File: config.mk
export PLATFORM = sky130hd
export DESIGN_NAME = ser_word_gearbox
export DESIGN_NICKNAME = d
export VERILOG_FILES = /design/src/rtl/ser_pkg.sv /design/src/rtl/ser_sync_fifo.sv /design/src/rtl/ser_word_gearbox.sv
export SDC_FILE = /design/constraint.sdc
export NUM_CORES = 1
export LEC_CHECK = 0
export CAP_MARGIN = 20
export CORE_MARGIN = 3
export CORE_UTILIZATION = 63
export CTS_BUF_LIST = sky130_fd_sc_hd__clkbuf_4
export DETAILED_ROUTE_END_ITERATION = 8
export MAX_ROUTING_LAYER = met4
export PLACE_DENSITY_LB_ADDON = 0.15
export SLEW_MARGIN = 20
export SYNTH_ARGS = -nofsm -noshare
export SYNTH_HDL_FRONTEND = slang
export SYNTH_SLANG_ARGS = --single-unit
File: constraint.sdc
create_clock -name clk_i -period 6 [get_ports clk_i]
set_clock_uncertainty 0.1 [all_clocks]
set_input_delay 0.9 -clock clk_i [delete_from_list [all_inputs] [get_ports clk_i]]
set_output_delay 0.9 -clock clk_i [all_outputs]
set_load 0.05 [all_outputs]
File: src/rtl/ser_pkg.sv
// Shared types and constants for the serializer gearbox slice.
package ser_pkg;

  typedef enum logic [1:0] {
    SER_OFF   = 2'd0,
    SER_TRAIN = 2'd1,
    SER_DATA  = 2'd2
  } ser_state_e;

  localparam logic [31:0] SER_TRAIN_PAT = 32'hA5A5_A5A5;
  localparam logic [31:0] SER_IDLE_PAT  = 32'h0F0F_0F0F;

  function automatic int slices_f(input int inW, input int outW);
    return inW / outW;
  endfunction

endpackage

File: src/rtl/ser_sync_fifo.sv
// Small synchronous FIFO with occupancy count; reset flushes the pointers.
module ser_sync_fifo #(
  parameter int WIDTH = 32,
  parameter int DEPTH = 4
) (
  input  logic                       clk_i,
  input  logic                       rst_i,
  input  logic                       push_i,
  input  logic                       pop_i,
  input  logic [WIDTH-1:0]           din_i,
  output logic [WIDTH-1:0]           dout_o,
  output logic [$clog2(DEPTH):0]     count_o,
  output logic                       full_o,
  output logic                       empty_o
);

  localparam int AW = $clog2(DEPTH);
  localparam int CW = AW + 1;

  logic [WIDTH-1:0] r_mem [DEPTH];
  logic [AW-1:0]    r_wrPtr;
  logic [AW-1:0]    r_rdPtr;
  logic [CW-1:0]    r_count;
  logic             w_doPush;
  logic             w_doPop;

  assign full_o   = (r_count == CW'(DEPTH));
  assign empty_o  = (r_count == '0);
  assign w_doPush = push_i && !full_o;
  assign w_doPop  = pop_i && !empty_o;
  assign dout_o   = r_mem[r_rdPtr];
  assign count_o  = r_count;

  // Storage is not reset; emptiness is tracked purely by pointers and count.
  always_ff @(posedge clk_i) begin
    if (w_doPush) begin
      r_mem[r_wrPtr] <= din_i;
    end
  end

  // Power-of-two depth lets the pointers wrap naturally.
  always_ff @(posedge clk_i) begin
    if (rst_i) begin
      r_wrPtr <= '0;
      r_rdPtr <= '0;
      r_count <= '0;
    end else begin
      if (w_doPush) r_wrPtr <= r_wrPtr + AW'(1);
      if (w_doPop)  r_rdPtr <= r_rdPtr + AW'(1);
      case ({w_doPush, w_doPop})
        2'b10:   r_count <= r_count + CW'(1);
        2'b01:   r_count <= r_count - CW'(1);
        default: r_count <= r_count;
      endcase
    end
  end

endmodule

File: src/rtl/ser_word_gearbox.sv
// Word-to-lane gearbox: buffers core words and streams them LSB slice first
// after a training preamble, filling gaps with idle words.
module ser_word_gearbox
  import ser_pkg::*;
#(
  parameter int                IN_W        = 32,
  parameter int                OUT_W       = 4,
  parameter int                FIFO_DEPTH  = 4,
  parameter int                TRAIN_WORDS = 8,
  parameter logic [IN_W-1:0]   TRAIN_PAT   = IN_W'(SER_TRAIN_PAT),
  parameter logic [IN_W-1:0]   IDLE_PAT    = IN_W'(SER_IDLE_PAT)
) (
  input  logic                          clk_i,
  input  logic                          rst_i,
  input  logic [IN_W-1:0]               data_i,
  input  logic                          valid_i,
  output logic                          ready_o,
  input  logic                          link_en_i,
  output logic [OUT_W-1:0]              lane_o,
  output logic                          lane_valid_o,
  output logic                          idle_o,
  output logic [1:0]                    state_o,
  output logic [$clog2(FIFO_DEPTH):0]   fifo_count_o
);

  localparam int SLICES = slices_f(IN_W, OUT_W);
  localparam int SW     = $clog2(SLICES);
  localparam int TW     = $clog2(TRAIN_WORDS + 1);

  localparam logic [1:0] ST_OFF   = SER_OFF;
  localparam logic [1:0] ST_TRAIN = SER_TRAIN;
  localparam logic [1:0] ST_DATA  = SER_DATA;

  logic [1:0]      r_state;
  logic [SW-1:0]   r_sliceCnt;
  logic [TW-1:0]   r_trainCnt;
  logic [IN_W-1:0] r_shreg;
  logic            r_laneValid;
  logic            r_idle;

  logic            w_boundary;
  logic            w_loadData;
  logic            w_push;
  logic            w_pop;
  logic            w_fifoFull;
  logic            w_fifoEmpty;
  logic [IN_W-1:0] w_fifoDout;
  logic [IN_W-1:0] w_nextWord;

  assign w_boundary = (r_sliceCnt == SW'(SLICES - 1)) &&
                      ((r_state == ST_TRAIN) || (r_state == ST_DATA));
  // A data-side load happens at every DATA boundary and at the last TRAIN boundary.
  assign w_loadData = link_en_i && w_boundary &&
                      ((r_state == ST_DATA) || (r_trainCnt == TW'(TRAIN_WORDS)));
  assign w_pop      = w_loadData && !w_fifoEmpty;
  assign w_push     = valid_i && ready_o;
  assign w_nextWord = w_fifoEmpty ? IDLE_PAT : w_fifoDout;

  assign ready_o      = !w_fifoFull;
  assign lane_o       = r_shreg[OUT_W-1:0];
  assign lane_valid_o = r_laneValid;
  assign idle_o       = r_idle;
  assign state_o      = r_state;

  ser_sync_fifo #(
    .WIDTH (IN_W),
    .DEPTH (FIFO_DEPTH)
  ) u_fifo (
    .clk_i   (clk_i),
    .rst_i   (rst_i),
    .push_i  (w_push),
    .pop_i   (w_pop),
    .din_i   (data_i),
    .dout_o  (w_fifoDout),
    .count_o (fifo_count_o),
    .full_o  (w_fifoFull),
    .empty_o (w_fifoEmpty)
  );

  // Dropping link_en_i abandons the in-flight word; the FIFO keeps its contents.
  always_ff @(posedge clk_i) begin
    if (rst_i || !link_en_i) begin
      r_state     <= ST_OFF;
      r_sliceCnt  <= '0;
      r_trainCnt  <= '0;
      r_shreg     <= '0;
      r_laneValid <= 1'b0;
      r_idle      <= 1'b0;
    end else begin
      r_idle      <= 1'b0;
      r_laneValid <= 1'b1;
      case (r_state)
        ST_OFF: begin
          r_state    <= ST_TRAIN;
          r_shreg    <= TRAIN_PAT;
          r_sliceCnt <= '0;
          r_trainCnt <= TW'(1);
        end
        ST_TRAIN, ST_DATA: begin
          if (w_boundary) begin
            r_sliceCnt <= '0;
            if (w_loadData) begin
              r_state <= ST_DATA;
              r_shreg <= w_nextWord;
              r_idle  <= w_fifoEmpty;
            end else begin
              r_shreg    <= TRAIN_PAT;
              r_trainCnt <= r_trainCnt + TW'(1);
            end
          end else begin
            r_shreg    <= r_shreg >> OUT_W;
            r_sliceCnt <= r_sliceCnt + SW'(1);
          end
        end
        default: begin
          r_state     <= ST_OFF;
          r_sliceCnt  <= '0;
          r_trainCnt  <= '0;
          r_shreg     <= '0;
          r_laneValid <= 1'b0;
        end
      endcase
    end
  end

endmodule

==> impl_metrics.ini, run 1 <==
[status]
outcome = finished, final reports clean

[clock_tree]
post_cts_buffers = 0
cts-root-buf = clkbuf_4
cts_tree = built
cts_htree_levels = 4
clock_sinks = 180
path_clk_slew_ns = 0.15
cts_buffer_depth = 2
clk_latency_ns = 0.55
ctsResizeCount = 0
numCtsBuffers = 17
cts_hold_buf = 0

[floorplanning]
io_pins = 48
die_h_um = 112
rows = 38
die_x_um = 112
die_area_mm2 = 0.0126
core_region_area_mm2 = 0.0109
start_util_pct = 64.8

[synthesis]
synth_area_leaders = edfxtp_1 54%, dfxtp_1 15%, mux4_1 5.9%
synth_area_leader_cell = edfxtp_1
ys_warn_count = 0
synth_top_area_share_pct = 54.2
synth-seq-cells = 180
synth.distinct_cells = 49
synthCells = 431
synthesis.nets = 481
ys_seq_area_share_pct = 68.9
async_flop_share_pct = 0
syn_area_mm2 = 0.00709
synth_edf_count = 128
avgSynthCellArea_um2 = 16.4
synth_ff_type = edfxtp_1

[route]
wl_mm = 12.2
drtPass1Iterations = 5
wire_per_inst_um = 19.4
ant_nets = 0
drc = 0
vias = 3723
drt-initial-drc-count = 310
vias_per_cell = 5.90

[power_and_ir_drop]
ir_drop_mv = 0.179
netSwitchingFraction_pct = 22.0
leakagePower_nw = 2.63
p_sw_uw = 481
seq_power_share_pct = 64.1
combPwrFrac_pct = 7.1
power.density_mw_per_mm2 = 278
p_clk_share_pct = 28.9
internal_power_mw = 1.70

[timing]
grt_setup_unrepaired = no
setup_viol = 0
min_period_over_period_pct = 57.3
fin_tns_setup_ns = 0
tightest_slew_ns = 0.919
fin_crit_ns = 3.44
drv_slew = 0
clock.fmax_ghz = 0.291
relSlewSlack_pct = 38.6
hold_viol_final = 0

[finish]
fin_nets = 528
postLayoutCellArea_mm2 = 0.00785
area_growth_syn_to_layout_pct = 10.8
fill_cells = 724
final_layout_size_suffix_gt1_share_pct = 14.3
antenna-diode-count = 0
fin_cells = 631
postLayoutCoreUtil_pct = 71.8

[min_path]
holdCritPathClass = register to register

[worst_setup_path]
arrival_ns = 3.80
cp.required_ns = 6.36
cpPeakStageDelay_ns = 0.51
crit_path_top_delay_cell = ha_1
path_class = register to register
crit_buf_inv = 2
cp-start-kind = register
endpoint_kind = register
crit_chain = inv_1, ha_1, o311ai_2, a21oi_2, ha_1, inv_1, fa_1, xor2_1, or3_1, a21oi_1
worst-path-max-fanout = 12
path_delay_family = adder cells

[global_route]
grt.overflow.total = 0
grt_first_pass_wirelength_mm = 19.7
grt_max_degree = 33
grt_pass1_vias = 3770
antenna_found_initial = 0
grt_use_total_pct = 21.5

[placed_design]
hpwl_mm = 7.60
port_buffers = 47
postPlaceCellArea_mm2 = 0.00759
place_inst = 599
gp_congestion = 0.853

[run]
maxCapViolCount = 0
per-layer routing:
metal / vias up / share of wire, % / track usage, %
met1: 1836 / 43 / 28.2
met4: 0 / 1.8 / 7.85
met2: 125 / 50 / 33.7
met5: - / 0 / -
met3: 13 / 5.1 / 4.64
li1: 1749 / - / -
power groups by stage:
stage	registers, mW	clock network, mW	logic (mW)
2_1_floorplan	1.43	0	0.0817
3_3_place_gp	1.43	0	0.153
3_5_place_dp	1.43	0	0.156
4_1_cts	1.40	0.650	0.156
5_1_grt	1.41	0.707	0.167
6_report	1.40	0.632	0.154
cell families (layout without fill, tap and decap cells):
| family | Yosys count | count (layout) | synth area share (%) |
|---|---|---|---|
| adder cells (fa/ha/maj) | 14 | 14 | 2.58 |
| XOR/XNOR | 6 | 6 | 0.742 |
| AND/OR/NAND/NOR | 96 | 96 | 7.61 |
| buffers and inverters | 39 | 99 | 3.60 |
| AO/OA/AOI/OAI | 63 | 63 | 5.40 |
| multiplexers | 33 | 33 | 11.2 |
| flip-flops | 180 | 180 | 68.9 |
metrics by stage:
stage	power (mW)	hold WS (ns)	setup WS (ns)
after floorplan	1.51	0.296	2.95
after global placement	1.58	0.302	2.47
after detailed placement	1.58	0.312	2.39
after CTS	2.21	0.331	2.61
after global routing	2.28	0.356	2.38
final	2.19	0.337	2.56
final timing paths:
path	end	cells after the start	slack [ns]	from
min reg2reg	r_sliceCnt[0]	1	0.34	r_sliceCnt[0]
max reg2reg	u_fifo.count_o[2]	10	2.56	state_o[1]
min	r_sliceCnt[0]	1	0.34	r_sliceCnt[0]
max	u_fifo.count_o[2]	10	2.56	state_o[1]
layout make-up:
class | instances | area, µm² | share of cell area (%)
Sequential cell | 180 | 4890 | 62.2
Multi-Input combinational cell | 212 | 1950 | 24.8
Timing Repair Buffer | 54 | 523 | 6.66
Tap cell | 140 | 175 | 2.23
Clock buffer | 20 | 150 | 1.91
Clock inverter | 12 | 114 | 1.45
Inverter | 13 | 53.8 | 0.685
sequential cells by signal (all words and copies together) (netlist names), named ones only:
signal / cells
idle_o: 1
u_fifo.r_wrPtr: 2
r_trainCnt: 4
r_sliceCnt: 3
u_fifo.count_o: 3
u_fifo.r_mem: 128
u_fifo.r_rdPtr: 2
state_o: 2
lane_valid_o: 1
r_shreg: 32
layout by cell type (no fill, tap or decap), types with 2 or more instances in the layout:
cell,n
xnor2_1,3
a21oi_1,30
a22oi_1,6
inv_1,12
o31ai_1,8
clkbuf_4,20
nor2b_1,2
nand2_1,13
clkinv_2,3
nor3_1,5
bufinv_16,2
nor4_1,3
nand3_1,2
clkdlybuf4s50_1,47
and2_1,7
mux4_2,16
nor4_2,6
a211oi_1,2
mux4_1,16
and2_0,2
or3_1,3
and3_1,9
ha_1,13
xor2_1,3
clkinv_4,2
dfxtp_1,51
edfxtp_1,128
o21ai_1,4
inv_2,4
nor2_1,35
buf_4,7
o21ai_0,7
synth_stat cells, drive strengths merged, types with 3 or more instances:
library cell  instances
a21oi                31
a22oi                 6
and2                  9
and3                  9
buf                  20
clkbuf                6
dfxtp                52
edfxtp              128
ha                   13
inv                  13
mux4                 32
nand2                14
nor2                 35
nor2b                 3
nor3                  5
nor4                  9
o21ai                12
o31ai                 8
or3                   3
xnor2                 3
xor2                  3
Note: power is estimated with default switching activity, not from simulation.
==> inputs of run 2 (changes only) <==
--- a/config.mk
+++ b/config.mk
@@ -7,7 +7,7 @@
 export LEC_CHECK = 0
 export CAP_MARGIN = 20
 export CORE_MARGIN = 3
-export CORE_UTILIZATION = 63
+export CORE_UTILIZATION = 55
 export CTS_BUF_LIST = sky130_fd_sc_hd__clkbuf_4
 export DETAILED_ROUTE_END_ITERATION = 8
 export MAX_ROUTING_LAYER = met4
==> constraint.sdc (replaced) <==
create_clock -name clk_i -period 2.9 [get_ports clk_i]
set_clock_uncertainty 0.1 [all_clocks]
set_input_delay 0.435 -clock clk_i [delete_from_list [all_inputs] [get_ports clk_i]]
set_output_delay 0.435 -clock clk_i [all_outputs]
set_load 0.05 [all_outputs]
==> run 2 against run 1 <==
Net effect:
- critical path type is now register to output port
- register-to-register slack worse by 2.2 ns
- critical path depth decreased by 8
- critical endpoint is now ready_o
- combinational power is 110% higher
- core utilization shrank 6.4 points
- non-clock buffer count increased by 12
- largest cell class unchanged
- sequential power is 110% higher
==> impl_metrics.ini, run 2 (same netlist as run 1, synthesis figures left out) <==
[worst_setup_path]
endpoint_kind = output port
rr_endpoint = u_fifo.count_o[2]
cpPeakStageDelay_ns = 0.74
path_class = register to output port
crit_chain = or3b_1, clkdlybuf4s50_1
cp-start-kind = register
worst-path-max-fanout = 7
reg2reg_from = u_fifo.count_o[0]
crit_buf_inv = 1
reg2regPathDepth = 9
crit_path_top_delay_cell = clkdlybuf4s50_1
cp.required_ns = 2.37
path_delay_family = buffers and inverters
r2r_setup_slack_ns = 0.33
arrival_ns = 2.18

[floorplanning]
io_pins = 48
die_area_mm2 = 0.0143
die_h_um = 120
start_util_pct = 57.6
core_region_area_mm2 = 0.0123
rows = 40
die_x_um = 120

[min_path]
worstHoldStart = r_sliceCnt[0]
holdCritPathClass = register to register
worstHoldEndpoint = r_sliceCnt[0]
hold_depth = 1

[timing]
fin_crit_ns = 2.71
relSlewSlack_pct = 36.6
hold_viol_final = 0
tightest_slew_ns = 0.944
drv_slew = 0
fin_tns_setup_ns = 0
min_period_over_period_pct = 93.5
clock.fmax_ghz = 0.369
setup_viol = 0
grt_setup_unrepaired = no

[route]
ant_nets = 0
vias_per_cell = 5.63
vias = 3778
drc = 0
wl_mm = 12.8
wire_per_inst_um = 19.1
drt-initial-drc-count = 192
drtPass1Iterations = 5

[finish]
fin_cells = 671
fin_nets = 540
area_growth_syn_to_layout_pct = 13.6
fill_cells = 894
postLayoutCellArea_mm2 = 0.00805
final_layout_size_suffix_gt1_share_pct = 16.3
top_regs = u_fifo.r_mem x128, r_shreg x32, r_trainCnt x4
largest_reg_flops = 128
layout_common_cells = 128 x edfxtp_1, 48 x dfxtp_1, 47 x clkdlybuf4s50_1
antenna-diode-count = 0
regMostFlops = u_fifo.r_mem
final_common_cell = edfxtp_1

[global_route]
antenna_found_initial = 0
grt.overflow.total = 0
grt_pass1_vias = 3911
grt_max_degree = 33
grt_first_pass_wirelength_mm = 21.0
grt_use_total_pct = 20.1

[clock_tree]
path_clk_slew_ns = 0.14
cts_buffer_depth = 2
cts_hold_buf = 0
numCtsBuffers = 17
cts_tree = built
post_cts_buffers = 0
cts-root-buf = clkbuf_4
clk_latency_ns = 0.56
ctsResizeCount = 0
cts_htree_levels = 4
clock_sinks = 180

[placed_design]
postPlaceCellArea_mm2 = 0.00774
port_buffers = 47
place_inst = 639
gp_congestion = 0.786
hpwl_mm = 8.25

[power_and_ir_drop]
ir_drop_mv = 0.377
leakagePower_nw = 2.70
power.density_mw_per_mm2 = 583
total_power_mw = 4.69

[run]
maxCapViolCount = 0

[status]
outcome = finished, final reports clean
[run 2: cell types whose count changed in the layout (fill, tap and decap cells not counted)]
cell,delta
clkinv_1,+3
dfxtp_1,-3
bufinv_16,+2
clkinv_4,-2
inv_4,-1
buf_4,+10
buf_12,+2
inv_2,-4
clkinvlp_4,+2
dfxtp_2,+3
[run 2: worst max-delay path by stage]
stage / start / end / slack, ns / cells past startpoint
5_1_grt: u_fifo.count_o[0] / ready_o / 0.07 / 2
6_report: u_fifo.count_o[0] / ready_o / 0.19 / 2
4_1_cts: u_fifo.count_o[0] / ready_o / 0.13 / 2
3_5_place_dp: link_en_i / u_fifo.count_o[2] / 0.11 / 9
2_1_floorplan: u_fifo.count_o[0] / u_fifo.count_o[2] / 0.002 / 9
3_3_place_gp: link_en_i / u_fifo.count_o[2] / 0.20 / 9
[run 2: metal layers]
metal	track usage, %	routed length [µm]	share of wire (%)	vias up
li1	-	-	-	1772
met1	26.9	5740	45	1899
met2	30.8	6280	49	90
met3	4.43	611	4.8	17
met4	7.37	197	1.5	0
met5	-	0	0	-
[run 2: power breakdown]
group	internal (mW)	switching (mW)
logic	0.134	0.190
registers	2.87	0.0314
clock network	0.700	0.773
total	3.70	0.995
[run 2: cell type report]
cell class                      count  area, µm²  area share (%)
Clock buffer                       20        150            1.86
Timing Repair Buffer               66        638            7.93
Tap cell                          168        210            2.61
Multi-Input combinational cell    212       1950            24.2
Sequential cell                   180       4890            60.7
Inverter                           13       53.8           0.668
Clock inverter                     12        161            2.00
[run 2: through the flow]
step / setup slack (ns) / hold WS (ns) / util [%]
detailed placement: 0.108 / 0.316 / 62.9
floorplan: 0.00209 / 0.296 / -
CTS: 0.125 / 0.334 / 65.4
global route: 0.0700 / 0.349 / 65.4
finish: 0.188 / 0.329 / 65.4
global placement: 0.205 / 0.302 / 62.9
==> inputs of run 3 (changes only) <==
--- a/config.mk
+++ b/config.mk
@@ -9,6 +9,7 @@
 export CORE_MARGIN = 3
 export CORE_UTILIZATION = 55
 export CTS_BUF_LIST = sky130_fd_sc_hd__clkbuf_4
+export CTS_CLUSTER_DIAMETER = 150
 export DETAILED_ROUTE_END_ITERATION = 8
 export MAX_ROUTING_LAYER = met4
 export PLACE_DENSITY_LB_ADDON = 0.15
==> results of run 3 <==
Same layout as run 2: the final DEF is identical, and so are final timing and power.
